==> src/rtl/mod_n_updown_counter.sv <==
// Synchronous modulo-MODULUS up/down counter with load, clear, terminal-count flag and wrap pulse.
// Define MOD_N_COUNTER_SATURATE_EN to make the counter stop at its limits instead of wrapping.
module mod_n_updown_counter #(
  parameter int WIDTH   = 4,
  parameter int MODULUS = 10
) (
  input  logic             clk,
  input  logic             rst,
  input  logic             en,
  input  logic             up_dn,
  input  logic             load,
  input  logic [WIDTH-1:0] load_val,
  input  logic             clr,
  output logic [WIDTH-1:0] d_out,
  output logic             tc,
  output logic             wrap
);

  if (MODULUS < 2 || MODULUS > (1 << WIDTH)) begin : g_bad_modulus
    $error("mod_n_updown_counter: MODULUS must satisfy 2 <= MODULUS <= 2**WIDTH");
  end

  localparam logic [WIDTH-1:0] MAX_VAL = WIDTH'(MODULUS - 1);

  logic [WIDTH-1:0] cnt_q, cnt_d;
  logic             wrap_q, wrap_d;
  logic             at_top, at_bottom;

  // Out-of-range load values pin to the top of the count range.
  function automatic logic [WIDTH-1:0] clamp_load(input logic [WIDTH-1:0] v);
    return (v > MAX_VAL) ? MAX_VAL : v;
  endfunction

  assign at_top    = (cnt_q == MAX_VAL);
  assign at_bottom = (cnt_q == '0);

  always_comb begin
    cnt_d  = cnt_q;
    wrap_d = 1'b0;
    if (clr) begin
      cnt_d = '0;
    end else if (load) begin
      cnt_d = clamp_load(load_val);
    end else if (en) begin
      if (up_dn) begin
        if (at_top) begin
`ifdef MOD_N_COUNTER_SATURATE_EN
          cnt_d = MAX_VAL;
`else
          cnt_d  = '0;
          wrap_d = 1'b1;
`endif
        end else begin
          cnt_d = cnt_q + WIDTH'(1);
        end
      end else begin
        if (at_bottom) begin
`ifdef MOD_N_COUNTER_SATURATE_EN
          cnt_d = '0;
`else
          cnt_d  = MAX_VAL;
          wrap_d = 1'b1;
`endif
        end else begin
          cnt_d = cnt_q - WIDTH'(1);
        end
      end
    end
  end

  always_ff @(posedge clk or posedge rst) begin
    if (rst) begin
      cnt_q  <= '0;
      wrap_q <= 1'b0;
    end else begin
      cnt_q  <= cnt_d;
      wrap_q <= wrap_d;
    end
  end

  // tc deliberately ignores clr/load: it reports the terminal state for the current direction.
  assign tc    = en & ((up_dn & at_top) | (~up_dn & at_bottom));
  assign d_out = cnt_q;
  assign wrap  = wrap_q;

endmodule

==> config.mk <==
export PLATFORM = sky130hd
export DESIGN_NAME = mod_n_updown_counter
export DESIGN_NICKNAME = d
export VERILOG_FILES = /design/src/rtl/mod_n_updown_counter.sv
export SDC_FILE = /design/constraint.sdc
export NUM_CORES = 1
export LEC_CHECK = 0
export CAP_MARGIN = 15
export CORE_AREA = 2 2 39 41
export DETAILED_ROUTE_END_ITERATION = 16
export DIE_AREA = 0 0 41 43
export GPL_ROUTABILITY_DRIVEN = 1
export GPL_TIMING_DRIVEN = 0
export MAX_ROUTING_LAYER = met4
export PLACE_DENSITY_LB_ADDON = 0.08
export SETUP_SLACK_MARGIN = 0.05
export SKIP_CTS_REPAIR_TIMING = 1
export SYNTH_ARGS = -nofsm -noshare
export SYNTH_HDL_FRONTEND = slang
export SYNTH_SLANG_ARGS = --single-unit
==> constraint.sdc <==
create_clock -name clk -period 1.6 [get_ports clk]
set_input_delay 0.4 -clock clk [delete_from_list [all_inputs] [get_ports clk]]
set_output_delay 0.4 -clock clk [all_outputs]
set_load 0.05 [all_outputs]
==> results of run 1 <==
[cell usage after synthesis, types with 2 or more instances]
cell | n | area, um2
inv_1 | 4 | 15.0
nor3b_1 | 2 | 15.0
a21oi_1 | 3 | 15.0
clkbuf_1 | 2 | 7.51
xnor2_1 | 3 | 26.3
a311oi_1 | 2 | 17.5
o21ai_0 | 2 | 10.0
dfrtp_1 | 5 | 125
or3_1 | 3 | 18.8
nand3_1 | 2 | 10.0
[per-layer routing]
layer	up-vias	track usage	part of all wire	routed length (um)
li1	210	-	-	-
met1	192	0.175	0.45	417
met2	12	0.159	0.50	468
met3	0	0.0157	0.052	49
met4	0	0.0600	0	0
met5	-	-	0	0
[flip-flops by register name, indices dropped and copies added (netlist names)]
register / count
wrap: 1
d_out: 4
[cell families after synthesis]
group,after synthesis,synth area share
simple gates,17,0.287
compound gates,12,0.213
buf+inv,7,0.0871
flops,5,0.323
xor+xnor,4,0.0903
[area by class of cell]
type / instances / area [um2]
multi-input cells: 33 / 249
inverters: 4 / 15.0
fillers: 137 / 729
well taps: 16 / 20.0
repair buffers: 18 / 186
flip-flops and latches: 5 / 129
plain buffers: 3 / 28.8
clock buffers: 4 / 26.3
[report_power, final]
group          total, mW  switching, mW  internal [mW]
clock              0.141         0.0466         0.0939
combinational      0.177         0.0892         0.0880
sequential         0.145        0.00856          0.136
[metrics by stage]
stage	util	std cells	TNS (ns)	setup WS, ns
finish	0.473	83	-0.610	-0.396
floorplan	-	45	-0.424	-0.256
detailed placement	0.410	75	-2.77	-1.31
global route	0.473	83	-0.825	-0.467
global placement	0.410	75	-2.84	-1.32
CTS	0.429	79	-2.83	-1.31
[worst max path at each step]
stage,start,endpoint
after global routing,d_out[0],tc
after CTS,up_dn,tc
after detailed placement,up_dn,tc
final,d_out[0],tc
after global placement,up_dn,tc
after floorplan,d_out[0],tc
==> metrics.md, run 1 <==
| Metric | Value |
|---|---|
| CP max stage delay | `0.39 ns` |
| 1st-iter DRT viols | `1` |
| Final setup viols | `2` |
| I/O Pins | `16` |
| Slew Limit Fails | `0` |
| Row Count | `14` |
| Area grow syn2layout | `68.7%` |
| Post-Syn Nets | `55` |
| Initial core utilization | `0.280` |
| Proportion of layout cells with a drive suffix above 1 | `0.284` |
| Clock transition at path regs | `0.04 ns` |
| Warnings, synthesis | `0` |
| Max-slew headroom | `0.665` |
| Cell depth of the worst setup path | `5` |
| Clk_skew | `0.00174 ns` |
| Sum of buffers and inverters on the critical path | `2` |
| R2r setup slk | `-0.21 ns` |
| CP startpoint kind | `flop` |
| Final count of hold timing violations | `0` |
| Crit path max-delay family | `simple AND/OR/NAND/NOR gates` |
| Max IR drop VDD | `0.279 mV` |
| Initial antenna violation count | `0` |
| CTS tree | `built` |
| PortBufs | `14` |
| Placed Area | `568 um2` |
| Worst-Skew Late Latency | `0.24 ns` |
| Hold WS | `0.362 ns` |
| Fraction of registers with async set/reset | `1.00` |
| First-pass iteration count of the detailed router | `4` |
| Reg2Reg Depth | `7` |
| CP Max Fanout | `5` |
| Pin count of the biggest net entering global routing | `11` |
| First-pass GRT wire length | `1430 um` |
| Worst r2r dst | `d_out[2]` |
| # nets final | `78` |
| Clk buf depth | `2` |
| H-tree Lvls | `1` |
| Clock Sink Count | `5` |
| Tightest Pin Transition | `0.502 ns` |
| Critical path class | `flop to primary output` |
| Commonest non-fill, non-tap cells in the layout | `7 x clkdlybuf4s50_1, 5 x dlymetal6s2s_1, 4 x inv_1` |
| Required @ worst endpoint | `1.20 ns` |
| Die Wd | `41 um` |
| Via count | `414` |
| Final ANT Viol Nets | `0` |
| Die area | `0.00176 mm2` |
| Antenna cells | `0` |
| Min-Delay Path Class | `input pin to async pin` |
| Pwr Total | `0.462 mW` |
| GR Util All Layers | `0.121` |
| CP Capture Type | `primary output` |
| EDFF count, synth | `0` |
| RR Startpoint | `d_out[0]` |
| Vias in the first global route | `344` |
| Setup WS post-layout | `-0.396 ns` |
| Top FF cell, synth | `dfrtp_1` |
| Max-cap violations | `0` |
| Status | `complete, but fails checks` |
| Final Cell Area | `654 um2` |
| Failing checks | `setup timing` |
| GRT overflow | `0` |
| Seq/Total Area, Yosys | `0.323` |
| Worst path cell trace | `buf_6, or3_4, a21oi_2, and3b_2, buf_8` |
| P per Cell Area | `706 mW/mm2` |
| Die height | `43 um` |
| Post-Route WL | `935 um` |
| Gate Count Post-Synth | `45` |
| Core outline area | `0.00138 mm2` |
| Netlist cell types | `27` |
| FMAX | `0.501 GHz` |
| DRC Markers | `0` |
| Pleak | `0.317 nW` |
| WL/cell | `11.3 um` |
| Vias per cell | `4.99` |
| CTS Buf Count | `3` |
| RSZ-0062 raised after global routing | `yes` |
| Final Cycle Share | `1.25` |
| Routability congestion estimate from global placement | `0.690` |
| Mean post-synth cell area | `8.62 um2` |
| Detailed Place HPWL | `663 um` |
| Most common cell after layout, fill and taps aside | `clkdlybuf4s50_1` |
| Cell Area, Synth | `388 um2` |
| Tmin final | `2.00 ns` |
| Flop and latch count out of synthesis | `5` |
| CP arrival | `1.60 ns` |
| Root Buffer | `clkbuf_4` |
| Worst path slowest cell | `dfrtp_2` |
Power figures use the tool's default switching activity.
==> inputs of run 2 (changes only) <==
Settings changed: SETUP_SLACK_MARGIN 0.05 to 0.02, SLEW_MARGIN set to 15.
==> run 2 against run 1 <==
Compared with the run above: clock-buffer cell count did not move; sequential share of layout area is 0.62 points higher; largest cell class unchanged; clock power hardly changed; final cell count decreased by 3.6%; core utilization down 1.4 points; critical path type unchanged; cell area fell by 3.1%; sequential cell count unchanged; setup slack worse by 0.016 ns; global-route usage grew 0.81 points; worst hold slack got worse by 0.00081 ns; the run still ends with setup timing left.
==> metrics.md, run 2 (synthesis gave the netlist of run 1 again) <==
| Metric | Value |
|---|---|
| 1st-iter DRT viols | `0 (was 1)` |
| Placed cells | `75 (unchanged)` |
| DP Worst Slack | `-1.35 ns (was -1.31 ns)` |
| Multi-input logic area | `256 um2 (was 249 um2)` |
| RR Startpoint | `d_out[0] (unchanged)` |
| Die height | `43 um (unchanged)` |
| Most common cell after layout, fill and taps aside | `clkdlybuf4s50_1 (unchanged)` |
| CP Capture Type | `primary output (unchanged)` |
| CP Max Fanout | `3 (was 5)` |
| Non-filler cells, final | `80 (was 83)` |
| Tmin final | `2.01 ns (was 2.00 ns)` |
| DRC Markers | `0 (unchanged)` |
| Reg power frac | `0.319 (was 0.313)` |
| Pleak | `0.315 nW (was 0.317 nW)` |
| Worst path cell trace | `buf_6, or3_4, a21oi_4, and3b_2, buf_8 (was buf_6, or3_4, a21oi_2, and3b_2, buf_8)` |
| CP startpoint kind | `flop (unchanged)` |
| Pin count of the biggest net entering global routing | `11 (unchanged)` |
| Max-slew headroom | `0.664 (was 0.665)` |
| Failing checks | `setup timing (unchanged)` |
| Max-cap violations | `0 (unchanged)` |
| PortBufs | `14 (unchanged)` |
| RSZ-0062 raised after global routing | `yes (unchanged)` |
| Proportion of layout cells with a drive suffix above 1 | `0.234 (was 0.284)` |
| Final setup viols | `3 (was 2)` |
| FMAX | `0.497 GHz (was 0.501 GHz)` |
| GR Util All Layers | `0.129 (was 0.121)` |
| Setup WS post-layout | `-0.412 ns (was -0.396 ns)` |
| Register area | `129 um2 (unchanged)` |
| Vias per cell | `5.04 (was 4.99)` |
| Commonest non-fill, non-tap cells in the layout | `7 x clkdlybuf4s50_1, 6 x dlymetal6s2s_1, 4 x inv_1 (was 7 x clkdlybuf4s50_1, 5 x dlymetal6s2s_1, 4 x inv_1)` |
| Die Wd | `41 um (unchanged)` |
| CP max stage delay | `0.40 ns (was 0.39 ns)` |
| Tightest Pin Transition | `0.503 ns (was 0.502 ns)` |
| Clk_skew | `0.000105 ns (was 0.00174 ns)` |
| Final Cycle Share | `1.26 (was 1.25)` |
| Placed Area | `559 um2 (was 568 um2)` |
| Area grow syn2layout | `63.5% (was 68.7%)` |
| P per Cell Area | `712 mW/mm2 (was 706 mW/mm2)` |
| Worst path slowest cell | `dfrtp_2 (unchanged)` |
| Initial core utilization | `0.280 (unchanged)` |
| CTS tree | `built (unchanged)` |
| Fillers | `138 (was 137)` |
| Worst-Skew Late Latency | `0.24 ns (about the same)` |
| Reg2Reg Depth | `6 (was 7)` |
| NetSw | `0.142 mW (was 0.144 mW)` |
| Routability congestion estimate from global placement | `0.700 (was 0.690)` |
| R2r setup slk | `-0.12 ns (was -0.21 ns)` |
| CP arrival | `1.61 ns (was 1.60 ns)` |
| Final core occ | `0.458 (was 0.473)` |
| Core outline area | `0.00138 mm2 (unchanged)` |
| Antenna cells | `0 (unchanged)` |
| Via count | `403 (was 414)` |
| Setup TNS | `-0.557 ns (was -0.610 ns)` |
| First-pass iteration count of the detailed router | `1 (was 4)` |
| First-pass GRT wire length | `1510 um (was 1430 um)` |
| Critical path class | `flop to primary output (unchanged)` |
| Worst r2r dst | `d_out[2] (unchanged)` |
| Clock Sink Count | `5 (unchanged)` |
| Status | `complete, but fails checks (unchanged)` |
| Vias in the first global route | `354 (was 344)` |
| H-tree Lvls | `1 (unchanged)` |
| Clk pwr share | `0.310 (was 0.304)` |
| Logic pwr share | `0.372 (was 0.383)` |
| Max IR drop VDD | `0.239 mV (was 0.279 mV)` |
| Clock transition at path regs | `0.04 ns (about the same)` |
| Critical Path End | `tc (unchanged)` |
| Final count of hold timing violations | `0 (unchanged)` |
| CTS Buf Count | `3 (unchanged)` |
| WL/cell | `11.7 um (was 11.3 um)` |
| Required @ worst endpoint | `1.20 ns (about the same)` |
| Slew Limit Fails | `0 (unchanged)` |
| Crit. Startpoint | `d_out[0] (unchanged)` |
| I/O Pins | `16 (unchanged)` |
| Hold WS | `0.361 ns (was 0.362 ns)` |
| Root Buffer | `clkbuf_4 (unchanged)` |
| Clk buf depth | `2 (unchanged)` |
| Min-Delay Path Class | `input pin to async pin (unchanged)` |
| Detailed Place HPWL | `712 um (was 663 um)` |
| Final Cell Area | `634 um2 (was 654 um2)` |
| Initial antenna violation count | `0 (unchanged)` |
| Sw Ratio | `0.315 (was 0.312)` |
| Die area | `0.00176 mm2 (unchanged)` |
| Max reg flops | `4 (unchanged)` |
| Final ANT Viol Nets | `0 (unchanged)` |
| GRT overflow | `0 (unchanged)` |
| Pwr Total | `0.452 mW (was 0.462 mW)` |
| Internal Power | `0.309 mW (was 0.318 mW)` |
| # nets final | `75 (was 78)` |
| Post-Route WL | `939 um (was 935 um)` |
| Row Count | `14 (unchanged)` |
[run 2: cell count changes in the layout (fill, tap and decap cells not counted)]
| cell | change |
|---|---|
| a21oi_4 | +1 |
| buf_6 | -1 |
| dlymetal6s2s_1 | +1 |
| buf_4 | -2 |
| a21oi_2 | -1 |
| clkbuf_8 | -1 |
[run 2: worst min-delay path by stage]
stage          from  depth (start not counted)       end
6_report        rst                          2  d_out[3]
2_1_floorplan   rst                          1  d_out[3]
4_1_cts         rst                          2  d_out[3]
5_1_grt         rst                          2  d_out[3]
3_5_place_dp    rst                          2  d_out[3]
3_3_place_gp    rst                          2  d_out[3]
[run 2: routing by layer]
layer	share of wire	up-vias	global-route usage
met1	0.45	185	0.172
met5	0	-	-
li1	-	208	-
met4	0	0	0.100
met2	0.51	10	0.178
met3	0.045	0	0
[run 2: layout make-up]
class,count,area share
inverters,4,0.0237
plain buffers,3,0.0316
multi-input cells,33,0.404
repair buffers,15,0.264
clock buffers,4,0.0414
well taps,16,0.0316
flip-flops and latches,5,0.203
[run 2: power by group through the flow]
stage / combinational (mW) / clock, mW / sequential, mW
2_1_floorplan: 0.0684 / 0 / 0.173
3_3_place_gp: 0.154 / 0 / 0.146
3_5_place_dp: 0.154 / 0 / 0.146
4_1_cts: 0.155 / 0.146 / 0.144
5_1_grt: 0.181 / 0.155 / 0.145
6_report: 0.168 / 0.140 / 0.144
[run 2: worst max-delay path, delay by kind of cell, from the launching register on]
kind / cells / cell delay, ns
DFF: 1 / 0.40
buffers and inverters: 2 / 0.27
and+or+nand+nor: 2 / 0.55
AOI/OAI and AO/OA: 1 / 0.16
==> inputs of run 3 (changes only) <==
Settings changed: SKIP_LAST_GASP set to 1.
==> results of run 3 <==
No change in the layout: final DEF, timing and power equal those of run 2.
